[src/rtl/mem_port_arbiter.sv]
// Arbitrates one single-ported memory between fetch (I) and data (D) requesters.
// Grants are held until mem_ack or timeout; responses are registered one-cycle pulses.
//   state | meaning
//   IDLE  | no owner, choose next grant
//   ISSUE | mem_req held with latched command, waiting for ack or timeout
//   RESP  | owner's ready (and err) pulse, then release
module mem_port_arbiter #(
  parameter int WIDTH        = 32,
  parameter int STARVE_LIMIT = 4,
  parameter int TIMEOUT      = 255
) (
  input  logic             clk,
  input  logic             rst,
  input  logic             i_req,
  input  logic [WIDTH-1:0] i_addr,
  output logic [WIDTH-1:0] i_rdata,
  output logic             i_ready,
  input  logic             d_req,
  input  logic             d_we,
  input  logic [3:0]       d_be,
  input  logic [WIDTH-1:0] d_addr,
  input  logic [WIDTH-1:0] d_wdata,
  output logic [WIDTH-1:0] d_rdata,
  output logic             d_ready,
  output logic             err,
  output logic [1:0]       grant,
  output logic             mem_req,
  output logic             mem_we,
  output logic [3:0]       mem_be,
  output logic [WIDTH-1:0] mem_addr,
  output logic [WIDTH-1:0] mem_wdata,
  input  logic [WIDTH-1:0] mem_rdata,
  input  logic             mem_ack
);

  localparam int TW = $clog2(TIMEOUT + 2);

  typedef enum logic [1:0] {IDLE, ISSUE, RESP} state_t;

  state_t           r_state;
  logic [1:0]       r_grant;
  logic             r_mem_req;
  logic             r_mem_we;
  logic [3:0]       r_mem_be;
  logic [WIDTH-1:0] r_mem_addr;
  logic [WIDTH-1:0] r_mem_wdata;
  logic [WIDTH-1:0] r_i_rdata;
  logic [WIDTH-1:0] r_d_rdata;
  logic             r_i_ready;
  logic             r_d_ready;
  logic             r_err;
  logic [3:0]       r_starve_cnt;
  logic [TW-1:0]    r_tmo_cnt;

  logic             w_grant_i;
  logic             w_tmo_hit;
  logic [WIDTH-1:0] w_resp_data;

  // D wins ties unless I has been passed over STARVE_LIMIT times in a row
  assign w_grant_i   = i_req && (!d_req || (r_starve_cnt == 4'(STARVE_LIMIT)));
  assign w_tmo_hit   = (TIMEOUT != 0) && (r_tmo_cnt == TW'(TIMEOUT - 1));
  assign w_resp_data = (mem_ack && !r_mem_we) ? mem_rdata : '0;

  always_ff @(posedge clk or negedge rst) begin
    if (!rst) begin
      r_state      <= IDLE;
      r_grant      <= 2'b00;
      r_mem_req    <= 1'b0;
      r_mem_we     <= 1'b0;
      r_mem_be     <= 4'b0000;
      r_mem_addr   <= '0;
      r_mem_wdata  <= '0;
      r_i_rdata    <= '0;
      r_d_rdata    <= '0;
      r_i_ready    <= 1'b0;
      r_d_ready    <= 1'b0;
      r_err        <= 1'b0;
      r_starve_cnt <= 4'd0;
      r_tmo_cnt    <= '0;
    end else begin
      r_i_ready <= 1'b0;
      r_d_ready <= 1'b0;
      r_err     <= 1'b0;
      case (r_state)
        IDLE: begin
          if (!i_req) r_starve_cnt <= 4'd0;
          if (w_grant_i) begin
            r_grant      <= 2'b01;
            r_mem_we     <= 1'b0;
            r_mem_be     <= 4'b1111;
            r_mem_addr   <= i_addr;
            r_mem_wdata  <= '0;
            r_starve_cnt <= 4'd0;
            r_mem_req    <= 1'b1;
            r_tmo_cnt    <= '0;
            r_state      <= ISSUE;
          end else if (d_req) begin
            r_grant     <= 2'b10;
            r_mem_we    <= d_we;
            r_mem_be    <= d_we ? d_be : 4'b1111;
            r_mem_addr  <= d_addr;
            r_mem_wdata <= d_wdata;
            if (i_req && (r_starve_cnt != 4'(STARVE_LIMIT)))
              r_starve_cnt <= r_starve_cnt + 4'd1;
            r_mem_req   <= 1'b1;
            r_tmo_cnt   <= '0;
            r_state     <= ISSUE;
          end
        end
        ISSUE: begin
          if (mem_ack || w_tmo_hit) begin
            r_mem_req <= 1'b0;
            r_err     <= !mem_ack;
            if (r_grant[0]) begin
              r_i_ready <= 1'b1;
              r_i_rdata <= w_resp_data;
            end else begin
              r_d_ready <= 1'b1;
              r_d_rdata <= w_resp_data;
            end
            r_state <= RESP;
          end else begin
            r_tmo_cnt <= r_tmo_cnt + TW'(1);
          end
        end
        RESP: begin
          r_grant   <= 2'b00;
          r_i_rdata <= '0;
          r_d_rdata <= '0;
          r_state   <= IDLE;
        end
        default: r_state <= IDLE;
      endcase
    end
  end

  assign i_rdata   = r_i_rdata;
  assign i_ready   = r_i_ready;
  assign d_rdata   = r_d_rdata;
  assign d_ready   = r_d_ready;
  assign err       = r_err;
  assign grant     = r_grant;
  assign mem_req   = r_mem_req;
  assign mem_we    = r_mem_we;
  assign mem_be    = r_mem_be;
  assign mem_addr  = r_mem_addr;
  assign mem_wdata = r_mem_wdata;

endmodule

[config.mk]
export PLATFORM = sky130hd
export DESIGN_NAME = mem_port_arbiter
export DESIGN_NICKNAME = d
export VERILOG_FILES = /design/src/rtl/mem_port_arbiter.sv
export SDC_FILE = /design/constraint.sdc
export NUM_CORES = 1
export LEC_CHECK = 0
export CORE_MARGIN = 3
export CORE_UTILIZATION = 39
export CTS_BUF_LIST = sky130_fd_sc_hd__clkbuf_4 sky130_fd_sc_hd__clkbuf_8
export DETAILED_ROUTE_END_ITERATION = 10
export HOLD_SLACK_MARGIN = 0.06
export PLACE_DENSITY = 0.78
export SYNTH_ARGS = -nofsm -noshare
export SYNTH_HDL_FRONTEND = slang
export SYNTH_SLANG_ARGS = --single-unit
[constraint.sdc]
create_clock -name clk -period 2 [get_ports clk]
set_input_delay 0.5 -clock clk [delete_from_list [all_inputs] [get_ports clk]]
set_output_delay 0.5 -clock clk [all_outputs]
set_load 0.02 [all_outputs]
==> flow_summary.toml <==
[status]
outcome = "completed"

[drt]
avgViaCountPerCell = 5.30
drt_iter0_markers = 340
vias = 5749
ant_nets = 0
drc = 0
wl_per_cell_um = 18.3
drtPass1Iterations = 4
totalWireLength_mm = 19.8

[finish]
final_cell_area_mm2 = 0.0100
drive_gt1_share_pct = 8.13
syn_to_final_growth_pct = 60.0
fillers = 1263
n_antenna_cell = 0
layout.nets = 1002
final_common_cell = "clkdlybuf4s50_1"
final_cell_mix = "200 x clkdlybuf4s50_1, 154 x dfrtp_1, 103 x nand2_1, 66 x a21oi_1, 64 x a32o_1"

[clock_tree]
clk_latency_ns = 0.45
cts_buffers = 17
clock_path_buffers = 2
clock-root-buffer = "clkbuf_8"
htree_levels = 4
cts_tree = "done"
cts_setup_buffers = 0
clock_sinks = 154
clk_pin_slew_ns = 0.09

[logic_synthesis]
synth-main-ff-cell = "dfrtp_1"
yosysWarnings = 0
ys_seq_area_share_pct = 61.5
synth_area_mm2 = 0.00626
synth_edf_count = 0
synth_cell_type_count = 41
syn_nets = 729
yosys_register_bits = 154
synthArstFlopShare_pct = 100
synth_area_per_cell_um2 = 10.7
synthCells = 587

[power]
p_seq_share_pct = 35.2
switching_share_pct = 40.8
pwr-share-clk_pct = 15.9
ir_drop_mv = 0.893
switchingPower_mw = 5.86
p_per_area_mw_per_mm2 = 1430
power.internal_mw = 8.51
comb_power_share_pct = 48.9
leakage_nw = 5.07

[setup_path]
cp-start-kind = "flop"
cp.required_ns = 1.50
crit_buf_inv = 1
slowest_delay_ns = 0.64
crit_fanout = 2
criticalPathCategory = "reg2out"
rrSetupSlack_ns = 0.07
crit_arrival_ns = 1.45
cp_slowest_cell = "clkdlybuf4s50_1"
crit_family = "buffers and inverters"
crit_chain = "clkdlybuf4s50_1"
cp-end-kind = "output pin"

[timing]
drv_slew = 0
setup_viol = 0
worst_slew_pin_slew_ns = 0.414
hold_viol = 0
max_slew_margin_pct = 72.3
layout_min_cycle_time_ns = 1.95
fin_crit_sh_pct = 97.3
fin_setup_tns_ns = 0
fmax_mhz = 514
finalClockSkew_ns = 0.0137

[placed_design]
place_area_mm2 = 0.00950
place_hpwl_mm = 14.1
gp_routability_congestion = 0.811
port_buffers = 276

[grt]
grt_pass1_wl_mm = 30.8
antenna_found_initial = 0
grt.overflow.total = 0
grt_use_total_pct = 22.1
grt_pass1_vias = 5670
grt_max_degree = 67

[floorplan]
core.rowCount = 45
start_util_pct = 40.5
dieArea_mm2 = 0.0176
dieHeight_um = 133
coreArea_mm2 = 0.0155
die_w_um = 133
io_pins = 277

[run]
drv_cap = 0

[hold_path]
hold_class = "reg2reg"
[path summary, 6_finish.rpt]
check,from,endpoint,cells after the start
max in group asynchronous,rst,d_rdata[17],3
min in group asynchronous,rst,d_rdata[25],2
worst min register to register,mem_wdata[7],mem_wdata[7],2
worst max register to register,r_tmo_cnt[1],r_tmo_cnt[5],6
worst max-delay path,mem_be[3],mem_be[3],1
worst min-delay path,mem_wdata[7],mem_wdata[7],2
[routing by layer]
metal	wire length, µm	global-route usage (%)	vias up
met4	271	5.37	0
met5	0	0	-
met2	9890	36.9	271
li1	-	-	2664
met3	1900	9.24	18
met1	7750	26.6	2796
[metrics by stage]
| stage | power, mW | setup WS, ns | utilization (%) | hold slack, ns | std cells |
|---|---|---|---|---|---|
| after floorplan | 8.60 | 0.153 | - | 0.204 | 587 |
| after global placement | 12.3 | -0.0248 | 61.4 | 0.437 | 1051 |
| after detailed placement | 12.4 | -0.0715 | 61.4 | 0.432 | 1051 |
| after CTS | 14.6 | 0.00338 | 63.8 | 0.474 | 1084 |
| after global routing | 15.2 | -0.0177 | 64.7 | 0.492 | 1084 |
| final | 14.4 | 0.0544 | 64.7 | 0.469 | 1084 |
[flip-flops by register name, summed over array words and instances, names as in the netlist, 2 cells and up]
register      flops
d_rdata          32
r_starve_cnt      4
r_tmo_cnt         9
grant             2
mem_addr         32
mem_be            4
i_rdata          32
r_state           2
mem_wdata        32
[power groups by stage]
stage                     registers (mW)  clock network (mW)  logic (mW)
after floorplan                     6.46                   0        2.13
after global placement              5.09                   0        7.17
after detailed placement            5.14                   0        7.27
after CTS                           5.07                2.35        7.18
after global routing                5.21                2.49        7.51
final                               5.05                2.29        7.04
[layout make-up]
cell class | count | area [µm²] | area share, %
flip-flops and latches | 154 | 3850 | 38.4
inverters | 6 | 22.5 | 0.225
clock buffers | 18 | 248 | 2.47
well taps | 211 | 264 | 2.63
clock inverters | 14 | 135 | 1.35
repair buffers | 303 | 3270 | 32.6
multi-input cells | 378 | 2230 | 22.3
[repair_timing]
action                                  4_1_cts  5_1_grt
endpoints found under the setup margin       17       60
hold buffers                                  1        0
hold endpoints to repair                     32        0
gates resized for setup                      17       60
[kinds of logic after synthesis]
kind of cell / after synthesis / share of synthesized area (%)
flip-flops: 154 / 61.5
AND/OR/NAND/NOR: 209 / 14.4
AO/OA/AOI/OAI: 163 / 19.3
XOR/XNOR: 1 / 0.140
buffers and inverters: 55 / 3.61
adder cells (fa/ha/maj): 4 / 0.799
multiplexers: 1 / 0.180
[cells in the mapped netlist, types with 2 or more instances]
cell	number	area share [%]
o311ai_0	2	0.28
a21oi_1	67	5.4
nand2b_1	3	0.30
nor2_1	45	2.7
and3_1	3	0.30
o21ai_0	6	0.48
buf_1	5	0.30
nand2_1	103	6.2
inv_1	6	0.36
a31oi_1	7	0.70
clkbuf_1	28	1.7
a22o_1	2	0.28
o41ai_1	2	0.28
nand3_1	42	3.4
dfrtp_1	154	62
nor2b_1	2	0.20
buf_2	16	1.3
a32o_1	64	10
o31ai_1	4	0.48
ha_1	4	0.80
o211ai_1	2	0.24
Note: power is estimated with default switching activity, not from simulation.
==> RTL edit 1, RTL diff (same settings) <==
Reset style: synchronous (`rst`), changed in one clocked block.
--- a/src/rtl/mem_port_arbiter.sv
+++ b/src/rtl/mem_port_arbiter.sv
@@ -62,5 +62,5 @@
   assign w_resp_data = (mem_ack && !r_mem_we) ? mem_rdata : '0;
 
-  always_ff @(posedge clk or negedge rst) begin
+  always_ff @(posedge clk) begin
     if (!rst) begin
       r_state      <= IDLE;
Behaviour: differs if rst is asserted again (counterexample within 4 cycles, from zero or initial values and one cycle with rst low); with rst held inactive, the same outputs for 4 cycles.
==> RTL edit 1 against the unedited design <==
Sequential cell count unchanged; synthesized cell count up 9.7%; synthesized area down 3.6%; routed wire length down 11%; design area down 3.8%; critical path depth unchanged; setup slack better by 29 ps; critical path type unchanged; critical endpoint is now d_rdata[27].
Power is not compared: it rests on default switching activity, and its combinational part moved more than twofold at a synthesized area within 25%.
==> RTL edit 1: results (changes against the unedited design) <==
status=finished clean; wire length per cell=15.6 um (-15%); Synth Net Count=786 (+7.8%); Logic power comb=between 1 and 1.5 mW; GRT Total Usage=0.196 (-0.0248); routed wire length on met3=1620 um (-15%); Setup WS pre-CTS=-87.8 ps (-16.3 ps); Slew HR=0.679 (-0.0444); area of the multi-input gates=0.00265 sq mm (+19%); highest routed layer=met4; M1 wire length=7150 um (-7.7%); largest cells by area after synthesis=dfxtp_1, mux2i_1, nand2_1; layout filler cell count=1240 (-1.8%); synth warn=0 (unchanged); met2 Track Usage GR=0.338 (-0.0304); Post-synth top flop=dfxtp_1; CP arrival=1420 ps (-30 ps); most instantiated cells after synthesis=nand2_1, dfxtp_1, mux2i_1; number of vias per cell=4.98 (-6.1%); post-synthesis compound-gate area fraction=0.151 (-0.0421); Initial DRC Count=225 (-34%); via count=5606 (-2.5%); sequential element share of the synthesized area=0.510 (-0.105); post-synthesis adder-cell area fraction=0.00829 (+0.000298); share of cells above drive strength 1=0.0870 (+0.00572); vias in the first global route=5409 (-4.6%); largest net degree at the start of global routing=43 (-36%); Placed Area=0.00915 sq mm (-3.8%); 1st-pass router iterations=5 (+1); GRT met1 Usage=0.224 (-0.0426); Cells after Synth=644 (+9.7%); first-pass GRT wire length=26600 um (-14%); mux contribution to synthesized area=0.109 (+0.108); DP HPWL=12500 um (-11%); Final Skew=12.3 ps (-1.49 ps); synth unique cells=46 (+12%); GPL Wtd Cong=0.813 (+0.23%); xor/xnor share of the synthesized area=0.00145 (+0.0000521); met3 Usage GRT=0.0789 (-0.0135)
==> RTL edit 1: cell type report <==
cell class	count	share of cell area
repair buffers	315	0.335
flip-flops and latches	154	0.320
multi-input cells	435	0.274
clock buffers	22	0.0301
well taps	184	0.0239
clock inverters	9	0.0143
inverters	7	0.00272
==> RTL edit 1: worst paths after layout <==
path	cells past startpoint	to	startpoint	slack, ps
setup / recovery	1	d_rdata[27]	d_rdata[27]$_SDFFE_PN0P_	80
hold / removal	2	d_rdata[0]$_SDFFE_PN0P_	d_rdata[0]$_SDFFE_PN0P_	450
setup reg to reg	8	d_rdata[7]$_SDFFE_PN0P_	r_tmo_cnt[0]$_SDFFE_PN0P_	100
hold reg to reg	2	d_rdata[0]$_SDFFE_PN0P_	d_rdata[0]$_SDFFE_PN0P_	450
==> RTL edit 1: what timing repair did <==
action,in CTS,in global routing
buffers inserted,0,4
pin swaps,0,2
endpoints found under the setup margin,3,18
gates cloned,0,2
gates resized for setup,3,4
==> RTL edit 2, RTL diff (config.mk and constraints unchanged) <==
Without the edit above. Set the parameter `TIMEOUT` to 510 (it was 255).
--- a/src/rtl/mem_port_arbiter.sv
+++ b/src/rtl/mem_port_arbiter.sv
@@ -8,5 +8,5 @@
   parameter int WIDTH        = 32,
   parameter int STARVE_LIMIT = 4,
-  parameter int TIMEOUT      = 255
+  parameter int TIMEOUT      = 510
 ) (
   input  logic             clk,
Formal check against the unedited RTL: same outputs for any inputs over 4 cycles, from zero or initial values and one cycle with rst low; that may be too few to reach the edited logic, so the function may still have changed.
==> RTL edit 2 against the unedited design <==
Design area down 0.44%; synthesized area about the same; routed wire length up 0.82%; via count decreased by 0.54%; clock skew decreased by 2.9 ps; total power increased by 2.8%; setup slack got worse by 9.9 ps; sequential cell count is the same; utilization decreased by 0.28 points; final cell count increased by 0.55%; sequential share of layout area grew 0.17 points; largest power group unchanged.
==> RTL edit 2: results (changes against the unedited design) <==
Final Skew=10.9 ps (-2.88 ps); Ant. Diodes=0 (unchanged); initial antenna violation count=0 (unchanged); synth unique cells=41 (unchanged); GRT Total Usage=0.224 (+0.00320); Initial DRC Count=280 (-18%); hold slack=468 ps (-1.03 ps); worst r2r dst=r_tmo_cnt[7]$_DFFE_PN0P_; wire length per cell=18.3 um (+0.27%); Cells after Synth=588 (+0.17%); clock-pin slew on the worst setup and hold paths=90 ps (about the same); sequential element share of the synthesized area=0.615 (about the same); Setup WS pre-CTS=-99.2 ps (-27.8 ps); largest net degree at the start of global routing=48 (-28%); CP arrival=about 1500 ps; hold path cells=2 (unchanged); GPL Wtd Cong=0.796 (-1.9%); Synth Net Count=730 (+0.14%); I/O Buffers=276 (unchanged); later-pin clock latency in the skew report=440 ps; # nets final=1008 (+0.60%); worst-path maximum fanout=2 (unchanged); worst reg2reg path depth=5 (-1); 1st-pass router iterations=4 (unchanged); most instantiated cells after synthesis=dfrtp_1, nand2_1, a21oi_1; H-tree depth=4 (unchanged); DP HPWL=14400 um (+2.1%); first-pass GRT wire length=31100 um (+0.96%); GRT met1 Usage=0.268 (+0.00164); P_leak=4.52 nW (-11%); VDD IR max=0.772 mV (-14%); synth warn=0 (unchanged); Async SR Flop Fraction=1.00 (unchanged); hold path endpoint=mem_wdata[31]$_DFFE_PN0P_; number of vias per cell=5.25 (-1.1%); worst min path class=reg -> reg; Top Family by Delay on Critical Path=buffers and inverters; Setup Buffers After CTS=0 (unchanged); TritonCTS Buffers=17 (unchanged); Hold Startpoint=mem_wdata[31]$_DFFE_PN0P_; status=finished clean; share of cells above drive strength 1=0.0865 (+0.00513); CP peak stage delay=620 ps (-20 ps); Placed Area=0.00954 sq mm (+0.39%); Worst path slowest cell=clkdlybuf4s50_1; met2 Track Usage GR=0.385 (+0.0159); R2R Setup Slk=90 ps (+20 ps); vias in the first global route=5733 (+1.1%); worst-margin pin slew=442 ps (+28.4 ps); Root Buffer=clkbuf_8; clk buf depth=2 (unchanged); met3 Usage GRT=0.0779 (-0.0144); fin cells=1090 (+0.55%); largest cells by area after synthesis=dfrtp_1, a32o_1, nand2_1; Reg-to-Reg Start=r_tmo_cnt[0]$_DFFE_PN0P_
RTL edit 2: cell types whose count changed after synthesis, sizes merged:
cell,unedited run,this run
a21oi,67,68
and4,1,2
or4,1,2
o41ai,2,1
o31ai,4,5
and4b,1,0
o311ai,2,1
RTL edit 2: timing repair:
item / CTS / global route
gates cloned: 0 / 0
endpoints found under the hold margin: 38 / 0
pin swaps: 0 / 0
endpoints found under the setup margin: 11 / 12
hold buffers: 1 / 0
gates resized for setup: 11 / 12
RTL edit 2: report_power, final:
| group | total [mW] | switching (mW) | leakage [nW] | internal [mW] |
|---|---|---|---|---|
| sequential | 5.08 | 0.750 | 1.97 | 4.33 |
| clock | 2.45 | 1.20 | 0.203 | 1.25 |
| combinational | 7.25 | 3.92 | 2.35 | 3.33 |
| total | 14.8 | 5.87 | 4.52 | 8.91 |
RTL edit 2: cell families (layout without fill, tap and decap cells):
kind of cell,Yosys count,in the layout,synth area share
flip-flops,154,154,0.615
buffers and inverters,55,346,0.0365
AND/OR/NAND/NOR,210,210,0.145
multiplexers,1,1,0.00180
adder cells (fa/ha/maj),4,4,0.00798
AO/OA/AOI/OAI,163,163,0.192
XOR/XNOR,1,1,0.00140
RTL edit 2: per-layer routing:
metal,vias to the layer above,routed length (um),part of all wire
met4,0,245,0.012
met3,16,1770,0.089
met1,2767,7800,0.39
met2,263,10200,0.51
met5,-,0,0
li1,2672,-,-
RTL edit 2: area by class of cell:
class	count	area, sq um
Fill cell	1223	5500
Inverter	6	22.5
Multi-Input combinational cell	379	2230
Clock buffer	18	241
Tap cell	211	264
Clock inverter	14	171
Sequential cell	154	3850
Timing Repair Buffer	308	3200
RTL edit 2: tightest hold or removal path, cell delays in order, from the launching register on:
cell     delay, ps
dfrtp_1        350
nand2_1         50
nand2_1         40
RTL edit 2: how the worst max path moves through the flow:
stage                                   from                       end  slack [ps]
floorplan           r_tmo_cnt[0]$_DFFE_PN0P_  r_tmo_cnt[7]$_DFFE_PN0P_         230
global placement                     mem_ack  r_tmo_cnt[7]$_DFFE_PN0P_         -60
detailed placement                   mem_ack   d_rdata[13]$_DFFE_PN0P_        -100
CTS                 mem_wdata[2]$_DFFE_PN0P_              mem_wdata[2]           2
global route          i_rdata[5]$_DFFE_PN0P_                i_rdata[5]         0.5
finish               i_rdata[19]$_DFFE_PN0P_               i_rdata[19]          40
